### config.mk
export PLATFORM = sky130hd
export DESIGN_NAME = sevseg_scan_driver
export DESIGN_NICKNAME = d
export VERILOG_FILES = /design/src/rtl/sevseg_pkg.sv /design/src/rtl/sevseg_hex_decoder.sv /design/src/rtl/sevseg_scan_driver.sv
export SDC_FILE = /design/constraint.sdc
export NUM_CORES = 1
export LEC_CHECK = 0
export ABC_AREA = 1
export BUFFER_PORTS_ARGS = -buffer_cell sky130_fd_sc_hd__buf_2
export CAP_MARGIN = 25
export CORE_AREA = 8 8 134 167
export DETAILED_ROUTE_END_ITERATION = 10
export DIE_AREA = 0 0 142 175
export SYNTH_ARGS = -nofsm -noshare
export SYNTH_HDL_FRONTEND = slang
export SYNTH_HIERARCHICAL = 1
export SYNTH_SLANG_ARGS = --single-unit
### constraint.sdc
create_clock -name i_clock -period 2.44 [get_ports i_clock]
set_clock_uncertainty 0.05 [all_clocks]
set_input_delay 0.488 -clock i_clock [delete_from_list [all_inputs] [get_ports i_clock]]
set_output_delay 0.488 -clock i_clock [all_outputs]
set_load 0.02 [all_outputs]
### src/rtl/sevseg_pkg.sv
// rtl/sevseg_pkg.sv - segment constants and hex-to-segment decode shared by the scan driver
package sevseg_pkg;

    // Active-low patterns, bit order g..a
    localparam logic [6:0] SEG_BLANK = 7'h7F;
    localparam logic [6:0] SEG_0     = 7'h40;
    localparam logic [6:0] SEG_1     = 7'h79;
    localparam logic [6:0] SEG_2     = 7'h24;
    localparam logic [6:0] SEG_3     = 7'h30;
    localparam logic [6:0] SEG_4     = 7'h19;
    localparam logic [6:0] SEG_5     = 7'h12;
    localparam logic [6:0] SEG_6     = 7'h02;
    localparam logic [6:0] SEG_7     = 7'h78;
    localparam logic [6:0] SEG_8     = 7'h00;
    localparam logic [6:0] SEG_9     = 7'h10;
    localparam logic [6:0] SEG_A     = 7'h08;
    localparam logic [6:0] SEG_B     = 7'h03;
    localparam logic [6:0] SEG_C     = 7'h46;
    localparam logic [6:0] SEG_D     = 7'h21;
    localparam logic [6:0] SEG_E     = 7'h06;
    localparam logic [6:0] SEG_F     = 7'h0E;

    function automatic logic [6:0] hex_to_seg(input logic [3:0] nibble);
        case (nibble)
            4'h0:    return SEG_0;
            4'h1:    return SEG_1;
            4'h2:    return SEG_2;
            4'h3:    return SEG_3;
            4'h4:    return SEG_4;
            4'h5:    return SEG_5;
            4'h6:    return SEG_6;
            4'h7:    return SEG_7;
            4'h8:    return SEG_8;
            4'h9:    return SEG_9;
            4'hA:    return SEG_A;
            4'hB:    return SEG_B;
            4'hC:    return SEG_C;
            4'hD:    return SEG_D;
            4'hE:    return SEG_E;
            default: return SEG_F;
        endcase
    endfunction

endpackage

### src/rtl/sevseg_hex_decoder.sv
// rtl/sevseg_hex_decoder.sv - combinational hex nibble to active-low segment decoder
module sevseg_hex_decoder (
    input  logic [3:0] i_nibble,
    output logic [6:0] o_seg
);
    import sevseg_pkg::*;

    assign o_seg = hex_to_seg(i_nibble);

endmodule

### src/rtl/sevseg_scan_driver.sv
// rtl/sevseg_scan_driver.sv - multiplexed N-digit common-anode driver with frame-synchronous load,
// leading-zero blanking and PWM brightness
module sevseg_scan_driver #(
    parameter int NUM_DIGITS  = 8,
    parameter int CLK_DIV     = 100000,
    parameter int BRIGHT_BITS = 4
) (
    input  logic                    i_clock,
    input  logic                    i_reset,
    input  logic [4*NUM_DIGITS-1:0] i_data,
    input  logic [NUM_DIGITS-1:0]   i_dp_in,
    input  logic [NUM_DIGITS-1:0]   i_digit_en,
    input  logic                    i_blank_lz,
    input  logic [BRIGHT_BITS-1:0]  i_brightness,
    input  logic                    i_load,
    output logic [7:0]              o_ca,
    output logic [NUM_DIGITS-1:0]   o_an,
    output logic                    o_frame_done
);
    import sevseg_pkg::*;

    localparam int PRESC_W = $clog2(CLK_DIV);
    localparam int IDX_W   = (NUM_DIGITS > 1) ? $clog2(NUM_DIGITS) : 1;
    localparam logic [PRESC_W-1:0] PRESC_LAST = PRESC_W'(CLK_DIV - 1);
    localparam logic [IDX_W-1:0]   IDX_LAST   = IDX_W'(NUM_DIGITS - 1);

    logic [PRESC_W-1:0]      r_presc;
    logic [IDX_W-1:0]        r_idx;
    logic [BRIGHT_BITS-1:0]  r_pwm;

    logic [4*NUM_DIGITS-1:0] r_pend_data, r_com_data;
    logic [NUM_DIGITS-1:0]   r_pend_dp,   r_com_dp;
    logic [NUM_DIGITS-1:0]   r_pend_en,   r_com_en;
    logic                    r_pend_blz,  r_com_blz;

    logic [7:0]              r_ca;
    logic [NUM_DIGITS-1:0]   r_an;
    logic                    r_frame_done;

    logic                    w_tick;
    logic                    w_boundary;
    logic [NUM_DIGITS-1:0]   w_blank;
    logic                    w_zero_above;
    logic [3:0]              w_nibble;
    logic                    w_dp;
    logic                    w_blank_cur;
    logic [6:0]              w_seg;
    logic [NUM_DIGITS-1:0]   w_an_next;

    assign w_tick     = (r_presc == PRESC_LAST);
    assign w_boundary = w_tick && (r_idx == IDX_LAST);

    // A digit is blanked only if it and every more-significant nibble are zero
    always_comb begin
        w_blank      = '0;
        w_zero_above = 1'b1;
        for (int i = NUM_DIGITS - 1; i >= 1; i--) begin
            w_zero_above = w_zero_above && (r_com_data[4*i +: 4] == 4'h0);
            w_blank[i]   = r_com_blz && w_zero_above;
        end
    end

    always_comb begin
        w_nibble    = 4'h0;
        w_dp        = 1'b0;
        w_blank_cur = 1'b0;
        w_an_next   = '1;
        for (int i = 0; i < NUM_DIGITS; i++) begin
            if (r_idx == IDX_W'(i)) begin
                w_nibble    = r_com_data[4*i +: 4];
                w_dp        = r_com_dp[i];
                w_blank_cur = w_blank[i];
                w_an_next[i] = !(r_com_en[i] && (r_pwm <= i_brightness));
            end
        end
    end

    sevseg_hex_decoder u_hex_decoder (
        .i_nibble (w_nibble),
        .o_seg    (w_seg)
    );

    always_ff @(posedge i_clock) begin
        if (i_reset) begin
            r_presc      <= '0;
            r_idx        <= '0;
            r_pwm        <= '0;
            r_pend_data  <= '0;
            r_pend_dp    <= '0;
            r_pend_en    <= '0;
            r_pend_blz   <= 1'b0;
            r_com_data   <= '0;
            r_com_dp     <= '0;
            r_com_en     <= '0;
            r_com_blz    <= 1'b0;
            r_ca         <= 8'hFF;
            r_an         <= '1;
            r_frame_done <= 1'b0;
        end else begin
            r_presc      <= w_tick ? '0 : r_presc + PRESC_W'(1);
            r_pwm        <= r_pwm + BRIGHT_BITS'(1);
            r_frame_done <= w_boundary;
            if (w_tick) begin
                r_idx <= (r_idx == IDX_LAST) ? '0 : r_idx + IDX_W'(1);
            end
            if (i_load) begin
                r_pend_data <= i_data;
                r_pend_dp   <= i_dp_in;
                r_pend_en   <= i_digit_en;
                r_pend_blz  <= i_blank_lz;
            end
            // Committed image only changes at the frame boundary, so a frame never tears
            if (w_boundary) begin
                r_com_data <= i_load ? i_data     : r_pend_data;
                r_com_dp   <= i_load ? i_dp_in    : r_pend_dp;
                r_com_en   <= i_load ? i_digit_en : r_pend_en;
                r_com_blz  <= i_load ? i_blank_lz : r_pend_blz;
            end
            r_ca <= {~w_dp, w_blank_cur ? SEG_BLANK : w_seg};
            r_an <= w_an_next;
        end
    end

    assign o_ca         = r_ca;
    assign o_an         = r_an;
    assign o_frame_done = r_frame_done;

endmodule
==> results.toml <==
[pwr]
p_leak_nw = 3.26
irDropWorstVdd_mv = 0.412
clockPowerShare_pct = 49.1
powerDensity_nw_per_um2 = 701
power.switching_mw = 1.12
seqPwrFrac_pct = 45.6
swShare_pct = 21.8
combPwrFrac_pct = 5.2
power_mw = 5.14
intPower_mw = 4.02

[critical_path]
crit_path_cell_trace = "buf_4 > ha_4 > ha_4 > buf_4 > nand2_1 > nand3_1 > nand2_1 > nand3_2 > nand3_2 > nand2_2 > buf_4 > ha_2 > nand2_2 > o21ai_1 > nand2_1 > nand2_1 > inv_1 > nand3_1"
r2r_start = "r_idx[0]$_SDFFE_PP0N_"
crit_start = "r_idx[0]$_SDFFE_PP0N_"
cp_data_arrival_time_ps = 2510
worstSetupStartpointType = "flop"
r2r_slack_ps = 160
worstPathMaxFanout = 4
endpoint = "o_ca[6]$_SDFF_PP1_"
cp-end-kind = "flop"
r2r-end = "o_ca[6]$_SDFF_PP1_"
crit_type = "flop to flop"
required_ps = 2660
critPathMostFrequentCell = "nand2_1"
slowest_stage = "dfxtp_4"
cpPeakStageDelay_ps = 360
reg2reg_depth = 18

[clock_tree]
clkTransAtPathRegs_ps = 60
cts_made_buffers = 17
cts_sinks = 139
cts_max_level = 4
cts_buffer_depth = 2
cts_tree = "yes"
cts-root-buf = "clkbuf_16"
hold_buffers = 0
clkLatencyLatePin_ps = 420

[yosys]
avgSynthCellArea_um2 = 8.50
synth_seq_area_share_pct = 47.7
synth_area_um2 = 5840
synth_edf_count = 0
ys_ff_latch = 139
yosysWarnings = 6
syn_nets = 762
async_flop_share_pct = 0
syn_inst = 687
ys_types = 41
ys.flop_type = "dfxtp_1"

[sta]
fmax_mhz = 438
hold_violations = 0
whs_ps = 283
drv_slew = 0
setup_viol = 0
worst_pin_slew_ps = 641
fin_crit_sh_pct = 93.5
slew_headroom_pct = 57.1
min_period_ps = 2280

[finish]
nNetsFinal = 857
regArea_um2 = 2790
fillers = 2043
multiInputGateArea_um2 = 2800
final_cell_mix = "dfxtp_1 (136), nand2_1 (95), nor2_1 (88)"
diodes = 0
drive_above_1_share_pct = 25.1
finish.utilization_pct = 37.1
area_growth_pct = 25.7
stdcell_area_um2 = 7340
fin_cells = 1064
mostFrequentLayoutCell = "dfxtp_1"

[global_route]
grt.overflow.total = 0
grt_max_degree = 50
grt_pass1_wl_um = 22400
grt.total_usage_pct = 11.2
grt_pass1_vias = 4650
antenna_found_initial = 0

[detailed_routing]
drc = 0
dr.pass1.iters = 4
vias_per_cell = 4.40
wl_per_cell_um = 12.9
wl_met3_um = 465
wirelength_um = 13700
top_layer = "met4"
vias = 4682
dr_wl_met2_um = 6810
drt-initial-drc-count = 240
ant_nets = 0
drt-met1-wl_um = 6130

[floorplan]
die_x_um = 142
num_io_pins = 73
dieHeight_um = 175
core_um2 = 19800
die_area_um2 = 24900
start_util_pct = 29.5
rows = 58

[placed_design]
dp_cells = 1028
gp_congestion = 0.792
placed_area_um2 = 6580
hpwl_um = 9970
io_buffers = 72

[run]
maxCapViolCount = 0

[outcome]
status = "finished clean"

[hold_path]
hold_class = "input port to flop"
## per-layer routing
layer / GRT usage (%) / vias up
met2: 19.0 / 71
met4: 4.98 / 0
met5: 0 / -
met1: 12.8 / 2129
li1: - / 2465
met3: 3.14 / 17
## how the worst min path moves through the flow
| stage | end | cells after the start | start | slack (ps) |
|---|---|---|---|---|
| after floorplan | o_an[0]$_SDFF_PP1_ | 1 | r_com_en[0]$_SDFFE_PP0P_ | 330 |
| after global placement | o_an[6]$_SDFF_PP1_ | 1 | r_com_en[6]$_SDFFE_PP0P_ | 340 |
| after detailed placement | o_an[6]$_SDFF_PP1_ | 1 | r_com_en[6]$_SDFFE_PP0P_ | 340 |
| after CTS | r_pend_en[4]$_SDFF_PP0_ | 3 | i_digit_en[4] | 280 |
| after global routing | r_pend_data[7]$_SDFF_PP0_ | 3 | i_data[7] | 280 |
| final | r_pend_en[4]$_SDFF_PP0_ | 3 | i_digit_en[4] | 280 |
## registers in the layout, summed over array words and instances (netlist names)
| name | count |
|---|---|
| r_pend_dp | 8 |
| r_pend_data | 32 |
| r_pwm | 4 |
| o_ca | 8 |
| r_presc | 17 |
| o_an | 8 |
| r_com_en | 8 |
| r_pend_blz | 1 |
| r_com_data | 32 |
| o_frame_done | 1 |
| r_com_blz | 1 |
| r_com_dp | 8 |
| r_pend_en | 8 |
| r_idx | 3 |
## cells by family after synthesis
kind of cell / count (synthesis) / share of synthesized area, %
and+or+nand+nor: 274 / 20.8
adders and majority gates: 19 / 4.07
buffers and inverters: 83 / 6.56
DFF: 139 / 47.7
muxes: 49 / 8.40
xor gates and xnor gates: 9 / 1.35
AOI/OAI and AO/OA: 114 / 11.1
## what timing repair did
item	in CTS	in global routing
hold endpoints to repair	0	0
resized for setup	0	40
setup endpoints to repair	0	7
buffers inserted	0	4
## area by class of cell
| cell class | count | share of cell area (%) |
|---|---|---|
| clock buffers | 21 | 6.41 |
| multi-input cells | 466 | 38.1 |
| flip-flops and latches | 139 | 38.0 |
| well taps | 270 | 4.60 |
| clock inverters | 10 | 1.60 |
| inverters | 54 | 2.88 |
| repair buffers | 104 | 8.35 |
## through the flow
step	setup slack (ps)	TNS (ps)
after CTS	29.4	0
final	159	0
after global placement	57.8	0
after detailed placement	42.8	0
after floorplan	13.4	0
after global routing	-18.0	-22.1
## synthesized netlist by cell type (2+ instances only)
master / n / area, um^2
nand4_1: 4 / 25.0
nor3_1: 4 / 20.0
a21oi_1: 38 / 190
o21ai_0: 41 / 205
nor2_1: 89 / 334
inv_2: 6 / 22.5
nand2_2: 6 / 37.5
buf_4: 3 / 22.5
nor2_2: 2 / 12.5
inv_1: 48 / 180
buf_6: 4 / 45.0
nand2_1: 100 / 375
nor4_1: 7 / 43.8
clkbuf_1: 9 / 33.8
nand3_1: 48 / 240
dfxtp_1: 139 / 2780
nor2_4: 2 / 22.5
or2_2: 3 / 18.8
o21a_1: 2 / 15.0
a21oi_2: 5 / 43.8
o21ai_2: 6 / 52.6
buf_2: 11 / 55.1
ha_1: 19 / 238
o211ai_2: 2 / 25.0
o211ai_1: 4 / 30.0
xor2_1: 8 / 70.1
mux2i_1: 49 / 490
o21ai_1: 13 / 65.1
nor3b_1: 3 / 22.5
## worst max-delay path: cells and delay by family (launching register included)
kind / cells / cell delay, ps
simple gates: 10 / 660
fa+ha+maj: 3 / 520
buf+inv: 4 / 490
flops: 1 / 360
compound gates: 1 / 60
## power groups by stage
| stage | registers, mW | clock network [mW] | logic, mW |
|---|---|---|---|
| after floorplan | 2.40 | 0 | 0.164 |
| after global placement | 2.40 | 0 | 0.272 |
| after detailed placement | 2.40 | 0 | 0.274 |
| after CTS | 2.35 | 2.59 | 0.276 |
| after global routing | 2.35 | 2.69 | 0.301 |
| final | 2.35 | 2.53 | 0.268 |
Note: power is estimated with default switching activity, not from simulation.
